## src/rtl/if_prefetch_pkg.sv

```systemverilog
// Shared definitions for the instruction-fetch prefetch unit.
// Holds the fetch FSM state type, the word/address widths, the width of one
// queue entry ({pc, instr}) and the program counter value used after reset.
package if_prefetch_pkg;

    localparam int WORD_W  = 16;
    localparam int ADDR_W  = 16;
    localparam int ENTRY_W = ADDR_W + WORD_W;

    localparam logic [ADDR_W-1:0] RESET_PC = 16'h0000;

    // IDLE: nothing outstanding; WAIT: outstanding, data kept;
    // DROP: outstanding, data discarded on arrival (stream was redirected).
    typedef enum logic [1:0] {
        ST_IDLE = 2'd0,
        ST_WAIT = 2'd1,
        ST_DROP = 2'd2
    } pf_state_t;

endpackage

```

## src/rtl/if_prefetch_queue.sv

```systemverilog
// pf_queue: DEPTH-entry FIFO of {pc, instr} pairs feeding decode.
// Ports:
//   clk, rst_n  clock, asynchronous active-low reset
//   push        write push_data at the tail (caller guarantees a free slot)
//   push_data   {pc, instr}
//   pop         remove head entry (ignored when empty)
//   flush       empty the queue; overrides push and pop in the same cycle
//   count       number of valid entries, 0..DEPTH
//   head        entry at the read pointer
module pf_queue
    import if_prefetch_pkg::*;
#(
    parameter int DEPTH = 4
) (
    input  logic                     clk,
    input  logic                     rst_n,
    input  logic                     push,
    input  logic [ENTRY_W-1:0]       push_data,
    input  logic                     pop,
    input  logic                     flush,
    output logic [$clog2(DEPTH):0]   count,
    output logic [ENTRY_W-1:0]       head
);

    localparam int PTR_W = $clog2(DEPTH);
    localparam int CNT_W = PTR_W + 1;

    logic [ENTRY_W-1:0] mem [DEPTH];
    logic [PTR_W-1:0]   wr_ptr;
    logic [PTR_W-1:0]   rd_ptr;
    logic               do_pop;

    assign do_pop = pop && (count != '0);

    // Pointers wrap naturally because DEPTH is a power of two.
    always_ff @(posedge clk or negedge rst_n) begin
        if (!rst_n) begin
            wr_ptr <= '0;
            rd_ptr <= '0;
            count  <= '0;
        end else if (flush) begin
            wr_ptr <= '0;
            rd_ptr <= '0;
            count  <= '0;
        end else begin
            if (push)
                wr_ptr <= wr_ptr + PTR_W'(1);
            if (do_pop)
                rd_ptr <= rd_ptr + PTR_W'(1);
            case ({push, do_pop})
                2'b10:   count <= count + CNT_W'(1);
                2'b01:   count <= count - CNT_W'(1);
                default: count <= count;
            endcase
        end
    end

    always_ff @(posedge clk) begin
        if (push && !flush)
            mem[wr_ptr] <= push_data;
    end

    assign head = mem[rd_ptr];

endmodule

```

## src/rtl/if_prefetch.sv

```systemverilog
// if_prefetch: instruction prefetcher between instruction memory and decode.
// Issues one read at a time to imem, queues returned words with their address
// and presents the queue head to decode. A redirect flushes the queue and
// restarts fetching at redirect_pc; a read already in flight is completed on
// the memory side but its data is discarded.
// Ports:
//   clk, rst_n                 clock, asynchronous active-low reset
//   imem_req/imem_addr         read request and word address (held until ack)
//   imem_ack/imem_rdata        one-cycle completion pulse and read data
//   redirect/redirect_pc       one-cycle new-stream pulse and target address
//   hlt                        level; blocks new requests only
//   id_valid/id_instr/id_pc    queue head towards decode
//   id_ready                   decode consumes the head this cycle
module if_prefetch
    import if_prefetch_pkg::*;
#(
    parameter int DEPTH = 4
) (
    input  logic              clk,
    input  logic              rst_n,
    output logic              imem_req,
    output logic [ADDR_W-1:0] imem_addr,
    input  logic              imem_ack,
    input  logic [WORD_W-1:0] imem_rdata,
    input  logic              redirect,
    input  logic [ADDR_W-1:0] redirect_pc,
    input  logic              hlt,
    output logic              id_valid,
    output logic [WORD_W-1:0] id_instr,
    output logic [ADDR_W-1:0] id_pc,
    input  logic              id_ready
);

    localparam int CNT_W = $clog2(DEPTH) + 1;

    pf_state_t           state, state_nx;
    logic [ADDR_W-1:0]   fpc, fpc_nx;
    logic [ADDR_W-1:0]   req_addr, req_addr_nx;
    logic [CNT_W-1:0]    count;
    logic [ENTRY_W-1:0]  head;
    logic                push;
    logic                pop;

    always_ff @(posedge clk or negedge rst_n) begin
        if (!rst_n) begin
            state    <= ST_IDLE;
            fpc      <= RESET_PC;
            req_addr <= RESET_PC;
        end else begin
            state    <= state_nx;
            fpc      <= fpc_nx;
            req_addr <= req_addr_nx;
        end
    end

    // A request is only launched while a slot is free (count is not reduced
    // by a same-cycle pop), so the returning word can always be pushed.
    always_comb begin
        state_nx    = state;
        fpc_nx      = fpc;
        req_addr_nx = req_addr;
        push        = 1'b0;
        unique case (state)
            ST_IDLE: begin
                if (redirect) begin
                    fpc_nx = redirect_pc;
                end else if (!hlt && (count < CNT_W'(DEPTH))) begin
                    state_nx    = ST_WAIT;
                    req_addr_nx = fpc;
                end
            end
            ST_WAIT: begin
                if (redirect) begin
                    fpc_nx   = redirect_pc;
                    state_nx = imem_ack ? ST_IDLE : ST_DROP;
                end else if (imem_ack) begin
                    push     = 1'b1;
                    fpc_nx   = fpc + ADDR_W'(1);
                    state_nx = ST_IDLE;
                end
            end
            ST_DROP: begin
                if (redirect)
                    fpc_nx = redirect_pc;
                if (imem_ack)
                    state_nx = ST_IDLE;
            end
            default: state_nx = ST_IDLE;
        endcase
    end

    assign imem_req  = (state != ST_IDLE);
    assign imem_addr = req_addr;

    assign id_valid = (count != '0);
    assign pop      = id_valid && id_ready;

    pf_queue #(
        .DEPTH (DEPTH)
    ) u_queue (
        .clk       (clk),
        .rst_n     (rst_n),
        .push      (push),
        .push_data ({fpc, imem_rdata}),
        .pop       (pop),
        .flush     (redirect),
        .count     (count),
        .head      (head)
    );

    // Head fields are forced to zero when empty so reset values are defined
    // without resetting the storage array.
    assign id_pc    = id_valid ? head[ENTRY_W-1 -: ADDR_W] : '0;
    assign id_instr = id_valid ? head[WORD_W-1:0] : '0;

endmodule

```

## config.mk

```make
export PLATFORM = sky130hd
export DESIGN_NAME = if_prefetch
export DESIGN_NICKNAME = d
export VERILOG_FILES = /design/src/rtl/if_prefetch_pkg.sv /design/src/rtl/if_prefetch_queue.sv /design/src/rtl/if_prefetch.sv
export SDC_FILE = /design/constraint.sdc
export NUM_CORES = 1
export LEC_CHECK = 0
export BUFFER_PORTS_ARGS = -buffer_cell sky130_fd_sc_hd__buf_4
export CORE_UTILIZATION = 56
export CTS_CLUSTER_DIAMETER = 120
export DETAILED_ROUTE_END_ITERATION = 12
export PLACE_DENSITY_LB_ADDON = 0.1
export SLEW_MARGIN = 20
export SYNTH_ARGS = -nofsm -noshare
export SYNTH_HDL_FRONTEND = slang
export SYNTH_SLANG_ARGS = --single-unit
```

## constraint.sdc

```tcl
create_clock -name clk -period 3.5 [get_ports clk]
set_input_delay 0.175 -clock clk [delete_from_list [all_inputs] [get_ports clk]]
set_output_delay 0.175 -clock clk [all_outputs]
set_load 0.005 [all_outputs]
```

[Word level (Yosys, flattened, before mapping)]
Memory sizes are Yosys's and may differ from the RTL's.
Cells that the tools add are included.
W data, S select, Z words.
Word-level totals
  register bits: 41
  memory bits (writable): 128
  input port bits: 38
  memories kept: 1
Cells by class
  $add $sub $neg: 5
  $lt $le $gt $ge: 1
  equal/unequal tests: 8
  muxes and demuxes: 23
  bitwise gates (word level): 1
  reductions and logical operators: 17
Memory list
  u_queue.mem: words 4, bits a word 32, rd ports 1, clocked after Yosys merged registers in 0, wr ports 1, RTL line if_prefetch_queue.sv:28  | logic [ENTRY_W-1:0] mem [DEPTH];
Operators by type and width (number)
  $mux W16: 5
  $pmux W16 S2: 1
  $mux W2: 9
  $add A16 B1 Y16 const B: 1
  $reduce_bool A2 Y1: 4
  $pmux W2 S3: 1
  $pmux W3 S2: 1
  $reduce_and A3 Y1: 2
  $reduce_bool A3 Y1: 2
  $mux W1: 5
  $add A2 B1 Y2 const B: 2
  $eq A2 B1 Y1 const B: 2
  $eq A2 B2 Y1 const B: 2
  $logic_and A1 B1 Y1: 4
  $ne A2 B2 Y1 const B: 2
  $add A3 B1 Y3 const B: 1
  $lt A3 B3 Y1 const B: 1
  $mux W3: 1
  $ne A3 B3 Y1 const B: 1
  $sub A3 B1 Y3 const B: 1
  $logic_not A1 Y1: 2
  $logic_not A2 Y1: 1
  $ne A2 B1 Y1 const B: 1
  $reduce_and A2 Y1: 1
  other kinds (2): 2

[Longest topological paths before layout]
  depth after elaboration: 6
  mapped depth: 7
  mapped depth without buffers: 6

[Hierarchy]
Synthesis repeated with hierarchy kept, for this count alone.
Unflattened totals
  cell total of the unflattened synthesis: 434
  area, all modules: 7129.3 um^2
Modules (own cells, without submodules)
  pf_queue: times used 1, cells an instance 224, area each 5112.4 um^2, sequential area each 4018.9 um^2
  if_prefetch: times used 1, cells an instance 210, area each 2016.9 um^2, sequential area each 850.8 um^2

[Least setup slack after synthesis]
Ideal clock, no wire load.
  kind: reg-to-reg
  start: register state[1]
  end: memory u_queue.mem[0][0] (netlist bit), enable pin
  library setup time: 0.392 ns
  arrival time: 1.809 ns
  required time: 3.108 ns
  setup slack: 1.299 ns
  cell stages (with the launch flop): 4
  path buffers: 1
  period minus slack after synthesis: 2.201 ns
  cell sequence: dfrtp_1 > and4bb_2 > clkbuf_1 > and2_1
On the way
  word-level cells in the longest chain between the ends: 5
RTL lines
  from (decl): RTL line if_prefetch.sv:36  | pf_state_t state, state_nx;
  from (signal assigned): RTL line if_prefetch.sv:50  | state <= state_nx;
  $eq A2 B1 Y1: RTL line if_prefetch.sv:63  | unique case (state)
  $mux W1: RTL line if_prefetch.sv:63
  $logic_and A1 B1 Y1: RTL line if_prefetch_queue.sv:59  | if (push && !flush)
  $mux W1: RTL line if_prefetch_queue.sv:59
  $mux W1 (implied by the code): RTL line if_prefetch_queue.sv:60  | mem[wr_ptr] <= push_data;
  to (decl): RTL line if_prefetch_queue.sv:28
Every way passes these cells.

[Worst setup path after layout]
  start: register u_queue.rd_ptr[0]
  end: output port id_pc[2]
On the way
  word-level cells in the longest chain between the ends: 2
RTL lines
  from (decl): RTL line if_prefetch_queue.sv:30  | logic [PTR_W-1:0] rd_ptr;
  from (signal assigned): RTL line if_prefetch_queue.sv:49  | rd_ptr <= rd_ptr + PTR_W'(1);
  $mem_v2 Z4 W32
  $mux W16: RTL line if_prefetch.sv:113  | assign id_pc = id_valid ? head[ENTRY_W-1 -: ADDR_W] : '0;
  to (decl): RTL line if_prefetch.sv:30  | output logic [ADDR_W-1:0] id_pc,
Every way passes these cells.

==> metrics.cfg <==
[worst_hold_path]
holdPathEnd=fpc[0]$_DFFE_PN0P_
min_path_cells=3
min_from=redirect_pc[0]
holdCritPathClass=in -> reg

[run_status]
status=completed

[timing]
tightest_slew_ns=0.873
fin_ws_ns=0.991
slew_headroom_pct=41.8
finalClockSkew_ns=0.00843
fin_crit_sh_pct=71.7
min_period_ns=2.51
rsz0062_at_grt=no
tns_ns=0
whs_ns=0.0198
hold_viol_final=0
slew_viol_final=0
max_freq_mhz=399
finalSetupViolCount=0

[routing]
drt_iter0_drc=249
viasPerCell=5.75
drt-pass1-iter-count=5
vias=4038
drt-wirelength-per-cell_um=19.0
drc=0
ant_nets=0
wirelength_mm=13.3

[floorplanning]
ios=88
die_width_um=114
die_area_um2=13000
die_h_um=114
num_rows=40
start_util_pct=57.8
core_region_area_um2=12100

[grt]
grt_pass1_vias=4056
grt_antenna_before_repair=0
grt_max_degree=42
grt_usage_pct=22.5
grt_pass1_wl_mm=21.4
grt-ovfl-total=0

[logic_synthesis]
synth.area.mux_share_pct=13.5
synth_edf_count=128
syn_inst=417
synthXorXnorAreaFrac_pct=0.375
yosysSeqAreaShare_pct=69.5
synth-adder-area-share_pct=1.18
yosysWarnings=0
syn_nets=461
synth_area_per_cell_um2=16.8
yosys.area_share.simple_pct=8.66
ys_types=46
synth_top_family_by_area=multiplexers
synth-seq-cells=169
synthTopCellsByArea=edfxtp_1 (55%), dfrtp_1 (15%), mux4_2 (10%), and2_1 (3.3%), mux2_4 (1.9%)
yosys_most_used_dff=edfxtp_1
yosysTopAreaCell=edfxtp_1
synth-async-reset-ratio_pct=24.3
synth_compound_area_share_pct=4.79
synth.cell_area_um2=7000
synth_top_area_share_pct=54.9

[clock_network]
clk_pin_slew_ns=0.06
clockBufferDepth=2
cts_tree=done
insertion_delay_ns=0.43
cts-resized-gates=0
cts_made_buffers=17
h-tree-depth=4
root_buffer=clkbuf_16
cts_sinks=169
hold_buffers=18
postCtsSetupBuffers=0

[finish]
final_cell_mix=edfxtp_1 (128), buf_4 (93), dfrtp_1 (40)
final_area_um2=8570
final_common_cell=edfxtp_1
syn2layout_area_growth_pct=22.3
fin_nets=565
post-route-util_pct=70.7
stdcell_count=702
antenna_cells=0
drive_above_1_share_pct=34.5
fillerInstances=814

[setup_path]
crit_type=reg -> out
ff2ff_setup_slack_ns=1.26
critPathBufInv=2
critPathCaptureType=primary output
slowest_stage=dfrtp_2
path_cells=buf_4 > mux4_2 > and2_1 > buf_4
r2r-start=u_queue.count[0]$_DFFE_PN0P_
startpoint_type=flop
crit_top_cell=buf_4
slowest_delay_ns=0.73
cp_max_fo=17
worstPathRequired_ns=3.32
worstReg2RegEnd=u_queue.count[2]$_DFFE_PN0P_
reg2regPathDepth=6
crit_family=flip-flops
arrival_ns=2.33

[placed_design]
numPortBuffers=87
dp.final_hpwl_mm=8.00
dpl.cell_count=652
dp_slack_ns=1.25
place.gp.congestion=0.786
place_area_um2=7790

[power]
p_total_mw=6.12
max-vdd-ir-drop_v=0.000422
p_leak_nw=3.11
power_density_nw_per_um2=715

[job]
maxCapViolCount=0

## synthesized netlist by cell type (5+ instances only)
library cell / count
a21oi_1: 20
edfxtp_1: 128
o22ai_1: 9
dfrtp_1: 41
mux4_2: 32
nand3_1: 10
nand4_1: 8
buf_2: 5
mux2_4: 9
nor2_1: 9
a2bb2oi_1: 7
nand2_1: 21
clkbuf_1: 19
o21ai_0: 6
ha_1: 5
and2_1: 37
mux2_2: 7
## sequential cells by signal (all words and copies together) (netlist names)
register / count
imem_addr: 16
u_queue.rd_ptr: 2
u_queue.wr_ptr: 2
state: 2
u_queue.count: 3
fpc: 16
u_queue.mem: 128
## logic make-up (layout without fill, tap and decap cells)
kind of cell	after synthesis	count (layout)
adders and majority gates	6	6
buffers and inverters	29	146
AOI/OAI and AO/OA	53	53
and+or+nand+nor	108	108
xor gates and xnor gates	3	3
DFF	169	169
muxes	49	49
## power by group
part | switching [mW] | total, mW | internal, mW
sequential | 0.252 | 2.63 | 2.38
combinational | 0.667 | 1.63 | 0.966
clock | 0.788 | 1.85 | 1.07
## metal layers
| metal | track usage (%) | routed length, um | vias up |
|---|---|---|---|
| li1 | - | - | 1834 |
| met1 | 30.2 | 5760 | 2044 |
| met2 | 36.5 | 6660 | 139 |
| met3 | 4.84 | 701 | 21 |
| met4 | 8.92 | 210 | 0 |
| met5 | 0 | 0 | - |
## area by class of cell
cell class	instances	area, um^2	share of cell area [%]
clock buffer	17	425	4.97
clock inverter	15	165	1.93
inverter	3	11.3	0.131
multi-input combinational	219	2000	23.4
sequential	169	4870	56.9
tap	168	210	2.45
timing repair buffer	111	878	10.3
## worst min-delay path: stages
cell and delay [ns]:
buf_4 0.08, nand3_1 0.07, nand3_1 0.09
## how the worst max path moves through the flow
stage                                             start                            to  slack, ns  cells after the start
after floorplan                    state[1]$_DFFE_PN0P_   u_queue.mem[0][0]$_DFFE_PP_       1.30                      3
after global placement     u_queue.count[0]$_DFFE_PN0P_  u_queue.count[2]$_DFFE_PN0P_       1.33                      6
after detailed placement   u_queue.count[0]$_DFFE_PN0P_  u_queue.count[2]$_DFFE_PN0P_       1.25                      6
after CTS                 u_queue.rd_ptr[0]$_DFFE_PN0P_                      id_pc[5]       0.91                      4
after global routing      u_queue.rd_ptr[0]$_DFFE_PN0P_                      id_pc[0]       0.82                      4
final                     u_queue.rd_ptr[0]$_DFFE_PN0P_                      id_pc[2]       0.99                      4
Note: power is estimated with default switching activity, not from simulation.
